==> src/rtl/route_sweep_scheduler.sv <==
// Sweep scheduler: walks a configuration index from first to last (wrapping
// through 0xFFFF), settling after every select change and dwelling in RUN
// while strobing FIFO reads.
module route_sweep_scheduler #(
  parameter int unsigned SETTLE_CYCLES = 2
) (
  input  logic        inClock,
  input  logic        inReset,
  input  logic        inStart,
  input  logic        inAbort,
  input  logic        inPause,
  input  logic [15:0] inFirst,
  input  logic [15:0] inLast,
  input  logic [15:0] inDwell,
  input  logic        inFifoEmpty,
  input  logic        inFifoFull,
  output logic [2:0]  outSEL1,
  output logic [2:0]  outSEL2,
  output logic        outSEL3,
  output logic [1:0]  outSEL6,
  output logic [1:0]  outSEL9,
  output logic        outSEL11,
  output logic        outSEL12,
  output logic [2:0]  outSEL15,
  output logic        outSEL17,
  output logic        outReadEnable,
  output logic        outBusy,
  output logic        outDone,
  output logic [15:0] outIndex
);

  typedef enum logic [1:0] {S_IDLE, S_SETTLE, S_RUN} state_t;

  localparam logic [3:0] LP_SETTLE_LAST = 4'(SETTLE_CYCLES - 1);

  state_t      r_state, w_state;
  logic [15:0] r_idx, w_idx;
  logic [15:0] r_last, w_last;
  logic [15:0] r_dwell, w_dwell;
  logic [3:0]  r_settle_cnt, w_settle_cnt;
  logic [15:0] r_run_cnt, w_run_cnt;
  logic        r_done, w_done;

  // State and sweep context registers; reset clears everything immediately.
  always_ff @(posedge inClock or negedge inReset) begin
    if (!inReset) begin
      r_state      <= S_IDLE;
      r_idx        <= '0;
      r_last       <= '0;
      r_dwell      <= '0;
      r_settle_cnt <= '0;
      r_run_cnt    <= '0;
      r_done       <= 1'b0;
    end else begin
      r_state      <= w_state;
      r_idx        <= w_idx;
      r_last       <= w_last;
      r_dwell      <= w_dwell;
      r_settle_cnt <= w_settle_cnt;
      r_run_cnt    <= w_run_cnt;
      r_done       <= w_done;
    end
  end

  // Next-state logic; abort overrides everything and leaves the index held.
  always_comb begin
    w_state      = r_state;
    w_idx        = r_idx;
    w_last       = r_last;
    w_dwell      = r_dwell;
    w_settle_cnt = r_settle_cnt;
    w_run_cnt    = r_run_cnt;
    w_done       = 1'b0;
    if (inAbort) begin
      w_state      = S_IDLE;
      w_settle_cnt = '0;
      w_run_cnt    = '0;
    end else begin
      case (r_state)
        S_IDLE: begin
          if (inStart) begin
            w_state      = S_SETTLE;
            w_idx        = inFirst;
            w_last       = inLast;
            w_dwell      = (inDwell == 16'd0) ? 16'd1 : inDwell;
            w_settle_cnt = '0;
            w_run_cnt    = '0;
          end
        end
        S_SETTLE: begin
          // Pause has no effect here: the datapath must settle regardless.
          if (r_settle_cnt == LP_SETTLE_LAST) begin
            w_state      = S_RUN;
            w_settle_cnt = '0;
            w_run_cnt    = '0;
          end else begin
            w_settle_cnt = r_settle_cnt + 4'd1;
          end
        end
        S_RUN: begin
          if (!inPause) begin
            if (r_run_cnt == r_dwell - 16'd1) begin
              w_run_cnt = '0;
              if (r_idx == r_last) begin
                w_state = S_IDLE;
                w_done  = 1'b1;
              end else begin
                w_state      = S_SETTLE;
                w_idx        = r_idx + 16'd1;
                w_settle_cnt = '0;
              end
            end else begin
              w_run_cnt = r_run_cnt + 16'd1;
            end
          end
        end
        default: w_state = S_IDLE;
      endcase
    end
  end

  assign outIndex      = r_idx;
  assign outBusy       = (r_state != S_IDLE);
  assign outDone       = r_done;
  assign outReadEnable = (r_state == S_RUN) & ~inPause & ~inFifoEmpty & ~inFifoFull;

  // Datapath selects are pure bit slices of the registered index.
  assign outSEL17 = r_idx[0];
  assign outSEL15 = {1'b0, r_idx[2:1]};
  assign outSEL12 = r_idx[3];
  assign outSEL11 = r_idx[4];
  assign outSEL9  = r_idx[6:5];
  assign outSEL6  = r_idx[8:7];
  assign outSEL3  = r_idx[9];
  assign outSEL2  = r_idx[12:10];
  assign outSEL1  = r_idx[15:13];

endmodule

==> config.mk <==
export PLATFORM = sky130hd
export DESIGN_NAME = route_sweep_scheduler
export DESIGN_NICKNAME = d
export VERILOG_FILES = /design/src/rtl/route_sweep_scheduler.sv
export SDC_FILE = /design/constraint.sdc
export NUM_CORES = 1
export LEC_CHECK = 0
export BUFFER_PORTS_ARGS = -buffer_cell sky130_fd_sc_hd__buf_2
export CORE_MARGIN = 10
export CORE_UTILIZATION = 57
export CTS_BUF_LIST = sky130_fd_sc_hd__clkbuf_4
export DETAILED_ROUTE_END_ITERATION = 12
export PLACE_DENSITY = 0.82
export SLEW_MARGIN = 20
export SYNTH_ARGS = -nofsm -noshare
export SYNTH_HDL_FRONTEND = slang
export SYNTH_SLANG_ARGS = --single-unit
==> constraint.sdc <==
create_clock -name inClock -period 3.5 [get_ports inClock]
set_input_delay 0.525 -clock inClock [delete_from_list [all_inputs] [get_ports inClock]]
set_output_delay 0.525 -clock inClock [all_outputs]
set_load 0.02 [all_outputs]
==> impl_metrics.toml, run 1 <==
[die]
rows = 32
die_h_um = 108
die_w_um = 108
ios = 91
core_area_um2 = 7650
dieArea_um2 = 11700
initial_utilization_pct = 58.1

[timing]
fin_skew_ns = 0.0233
fin_crit_sh_pct = 94.9
slew_headroom_pct = 56.8
setup_tns_ns = 0
whs_ns = 0.0341
rsz0062_at_grt = "no"
setup_ws_ns = 0.180
worstMarginPinSlew_ns = 0.648
period_minus_slack_ns = 3.32
setup_viol = 0
clock.fmax_ghz = 0.301
slew_viol_final = 0
finalHoldViolations = 0

[clocking]
h-tree-depth = 3
clock-sinks = 71
clk_pin_slew_ns = 0.14
insertion_delay_ns = 0.43
cts-root-buf = "clkbuf_4"
cts_made_buffers = 9
cts_buffer_depth = 2
cts_tree = "yes"
cts-hold-fix-buffers = 0

[synth]
syn_avg_cell_area_um2 = 9.74
synth_area_um2 = 4440
synth_nets = 521
synth_ff_type = "dfrtp_1"
ys_warn_count = 0
synth_cell_types = 64
ys_ff_latch = 71
synth_edf_count = 0
syn_inst = 456
yosysSeqAreaShare_pct = 40.0
synth-async-reset-ratio_pct = 100

[final_layout]
finish.utilization_pct = 65.3
fin_cells = 631
stdcell_area_um2 = 4990
mostFrequentLayoutCells = "89 x buf_2, 71 x dfrtp_1, 33 x mux2_2, 30 x nor2_1, 29 x xor2_1"
final_nets = 589
areaGrowthSynthToFinish_pct = 12.5
drive_gt1_share_pct = 30.8
final_common_cell = "buf_2"
diodes = 0

[run_status]
status = "finished, final reports clean"

[route]
wl_met2_mm = 5.33
dr.pass1.iters = 5
wl_met1_mm = 4.89
drt-wirelength-per-cell_um = 17.8
drtIter0Drc = 279
drc = 0
vias = 3824
viasPerCell = 6.06
dr.max_layer_used = "met4"
postRouteAntennaNets = 0
wl_mm = 11.2
wl_met3_um = 788

[power]
p_total_mw = 3.84
leakagePower_nw = 2.20
power_density_nw_per_um2 = 769
irDropWorstVdd_uv = 483

[grt]
grt_use_total_pct = 19.2
grt_pass1_vias = 3796
antenna_found_initial = 0
grt_max_degree = 34
grt_overflow = 0
grt_pass1_wl_mm = 18.4

[place]
place_congestion = 0.867
dp_hpwl_mm = 8.52
place_area_um2 = 4840
dp.cells = 615
place_ws_ns = 0.144
port-buffer-count = 89

[setup_path]
end_kind = "flip-flop"
crit_required_ns = 3.81
cp_max_fo = 15
arrival_ns = 3.63
path_class = "reg -> reg"
start_kind = "flip-flop"

[hold_path]
hold_class = "in -> async"

[run]
max_cap_viol_count = 0
timing repair:
item / 4_1_cts / 5_1_grt
buffers inserted: 0 / 0
resized for setup: 0 / 2
endpoints found under the setup margin: 0 / 7
synthesized netlist by cell type (all sizes together), types with 10 or more instances:
cell,count,area share (%)
nor3,15,1.8
mux2,33,8.4
nor4,14,2.5
nor2,32,2.8
a21oi,17,2.0
nand3,17,1.9
xor2,29,5.7
ha,10,2.8
nand4,11,1.5
xnor2,14,2.8
buf,23,3.6
clkbuf,15,1.3
inv,16,1.4
dfrtp,71,40
nand2,28,2.4
o21ai,22,2.6
report_power, final:
group	switching, mW	internal (mW)
Clock	0.326	0.231
Sequential	0.460	1.11
Combinational	0.961	0.753
worst max-delay path, stage by stage, from the launching register on:
cell and delay (ns):
dfrtp_1 0.45, inv_1 0.10, ha_1 0.27, or4b_2 0.64
nor3_1 0.22, mux2_2 0.38, nor4_4 0.28, buf_6 0.21
nand2_2 0.19, o311ai_1 0.34, o21ai_1 0.12
registers in the layout, summed over array words and instances (netlist names):
name          flops
r_last           16
r_state           2
r_run_cnt        16
r_dwell          16
outIndex         16
r_settle_cnt      4
outDone           1
path summary, 6_finish.rpt:
check                                  startpoint                       end  slack [ns]  depth (start not counted)
hold / removal                            inReset     r_last[7]$_DFFE_PN0P_        0.03                          1
min in group inClock                    inLast[7]     r_last[7]$_DFFE_PN0P_        0.31                          2
max in group asynchronous                 inReset  r_run_cnt[0]$_DFFE_PN0P_        2.70                          2
setup reg to reg           r_dwell[0]$_DFFE_PN0P_  outIndex[14]$_DFFE_PN0P_        0.18                         10
setup / recovery           r_dwell[0]$_DFFE_PN0P_  outIndex[14]$_DFFE_PN0P_        0.18                         10
hold reg to reg             r_last[7]$_DFFE_PN0P_     r_last[7]$_DFFE_PN0P_        0.54                          1
routing by layer:
metal / global-route usage, % / vias to the layer above
met5: 0 / -
met4: 6.78 / 0
met3: 5.23 / 29
met2: 29.8 / 174
met1: 25.1 / 1832
li1: - / 1789
kinds of logic (layout without fill, tap and decap cells):
group / count (synthesis) / after routing / share of synthesized area [%]
xor+xnor: 43 / 43 / 8.48
simple gates: 156 / 156 / 20.0
mux: 39 / 39 / 9.72
buf+inv: 54 / 127 / 6.20
fa+ha+maj: 10 / 10 / 2.82
flops: 71 / 71 / 40.0
compound gates: 82 / 82 / 12.7
other cells: 1 / 1 / 0.0844
final cells by class:
type / instances / area [um2]
timing repair buffer: 95 / 494
clock inverter: 6 / 67.6
tap: 102 / 128
inverter: 16 / 60.1
fill: 621 / 2650
clock buffer: 10 / 75.1
sequential: 71 / 1780
multi-input combinational: 331 / 2390
No activity file was read; power rests on OpenSTA's default activity.
==> run 2: changes to the inputs <==
--- a/config.mk
+++ b/config.mk
@@ -11,6 +11,7 @@
 export CTS_BUF_LIST = sky130_fd_sc_hd__clkbuf_4
 export DETAILED_ROUTE_END_ITERATION = 12
 export PLACE_DENSITY = 0.82
+export REMOVE_ABC_BUFFERS = 1
 export SLEW_MARGIN = 20
 export SYNTH_ARGS = -nofsm -noshare
 export SYNTH_HDL_FRONTEND = slang
==> run 2 against run 1 <==
Clock skew decreased by 0.0094 ns. Critical path type unchanged. Largest power group unchanged. Power rose by 1.3%. Via count grew 0.21%.
==> impl_metrics.toml, run 2 (same netlist as run 1, synthesis figures left out) <==
[die]
die_h_um = 108
ios = 91
dieArea_um2 = 11700
core_area_um2 = 7650
die_w_um = 108
initial_utilization_pct = 58.1
rows = 32

[clocking]
cts_buffer_depth = 2
clk_pin_slew_ns = 0.13
clock-sinks = 71
h-tree-depth = 3
cts-root-buf = "clkbuf_4"
cts_tree = "yes"
cts_made_buffers = 9
insertion_delay_ns = 0.44

[timing]
fin_crit_sh_pct = 94.8
period_minus_slack_ns = 3.32
setup_ws_ns = 0.181
clock.fmax_ghz = 0.301
fin_skew_ns = 0.0139
slew_viol_final = 0
setup_tns_ns = 0
finalHoldViolations = 0
rsz0062_at_grt = "no"
slew_headroom_pct = 51.6
worstMarginPinSlew_ns = 0.725
setup_viol = 0

[place]
place_ws_ns = 0.165
dp_hpwl_mm = 8.70
port-buffer-count = 89
place_congestion = 0.896
dp.cells = 614

[route]
viasPerCell = 6.08
postRouteAntennaNets = 0
dr.pass1.iters = 5
drc = 0
wl_mm = 11.5
drtIter0Drc = 193
drt-wirelength-per-cell_um = 18.3
vias = 3832

[setup_path]
cp_cell_sequence = "inv_1 -> ha_2 -> or4b_2 -> nor3_1 -> mux2_2 -> nor4_4 -> buf_4 -> nand2_2 -> o311ai_1 -> o21ai_1"
crit_required_ns = 3.81
cpPeakStageDelay_ns = 0.63
start_kind = "flip-flop"
end_kind = "flip-flop"
arrival_ns = 3.63
path_delay_family = "simple AND/OR/NAND/NOR gates"
critPathSlowestCell = "or4b_2"
path_class = "reg -> reg"
critPathBufInv = 2
rr_startpoint = "r_dwell[0]$_DFFE_PN0P_"
cp_max_fo = 15
crit_start = "r_dwell[0]$_DFFE_PN0P_"

[grt]
grt_max_degree = 34
grt_use_total_pct = 19.9
antenna_found_initial = 0
grt_pass1_wl_mm = 18.9
grt_overflow = 0
grt_pass1_vias = 3881

[hold_path]
hold_class = "in -> async"

[power]
power_density_nw_per_um2 = 778
irDropWorstVdd_uv = 472
leakagePower_nw = 2.19
p_total_mw = 3.89

[final_layout]
areaGrowthSynthToFinish_pct = 12.5
final_nets = 588
drive_gt1_share_pct = 30.7
mostFrequentLayoutCells = "89 x buf_2, 71 x dfrtp_1, 33 x mux2_2, 30 x nor2_1, 29 x xor2_1"
fill_cells = 620
multi_input_area_um2 = 2390
final_common_cell = "buf_2"
regArea_um2 = 1780
diodes = 0
fin_cells = 630

[run]
max_cap_viol_count = 0

[run_status]
status = "finished, final reports clean"
-- run 2: metrics by stage --
stage / utilization [%] / cell area [um2] / hold slack (ns)
global placement: 63.2 / 4840 / 0.508
detailed placement: 63.2 / 4840 / 0.519
floorplan: - / 4230 / 0.229
finish: 65.3 / 5000 / 0.0462
CTS: 65.3 / 4990 / 0.0601
global route: 65.3 / 5000 / 0.0699
-- run 2: layout make-up --
cell class | count | share of cell area [%]
clock inverter | 7 | 1.75
tap | 102 | 2.55
multi-input combinational | 331 | 47.9
clock buffer | 9 | 1.35
timing repair buffer | 94 | 9.66
inverter | 16 | 1.20
sequential | 71 | 35.6
-- run 2: worst reg2reg max path: cells and delay by family (launching register included) --
kind	cells	cell delay [ns]
fa+ha+maj	1	0.24
compound gates	2	0.42
flops	1	0.46
mux	1	0.39
buf+inv	2	0.37
simple gates	4	1.33
-- run 2: power breakdown --
part	total [mW]	leakage, nW	switching (mW)	internal (mW)
Sequential	1.58	0.885	0.475	1.11
Combinational	1.71	1.23	0.956	0.753
Clock	0.595	0.0770	0.312	0.283
-- run 2: routing by layer --
| metal | vias to the layer above | global-route usage, % | wire [um] |
|---|---|---|---|
| met3 | 27 | 5.65 | 779 |
| li1 | 1789 | - | - |
| met4 | 0 | 8.19 | 290 |
| met2 | 156 | 32.8 | 5650 |
| met5 | - | 0 | 0 |
| met1 | 1860 | 24.0 | 4810 |
-- run 2: final timing paths --
path	to	slack, ns	cells past startpoint
min	r_dwell[4]$_DFFE_PN0P_	0.05	1
max in group asynchronous	outIndex[13]$_DFFE_PN0P_	2.71	2
min reg2reg	r_last[0]$_DFFE_PN0P_	0.55	1
max reg2reg	outIndex[13]$_DFFE_PN0P_	0.18	10
min in group inClock	r_last[15]$_DFFE_PN0P_	0.30	2
max	outIndex[13]$_DFFE_PN0P_	0.18	10
-- run 2: what timing repair did --
| action | in CTS | in global routing |
|---|---|---|
| buffers inserted | 0 | 0 |
| hold buffers | 0 | 0 |
| setup endpoints to repair | 0 | 9 |
| resized for setup | 0 | 2 |
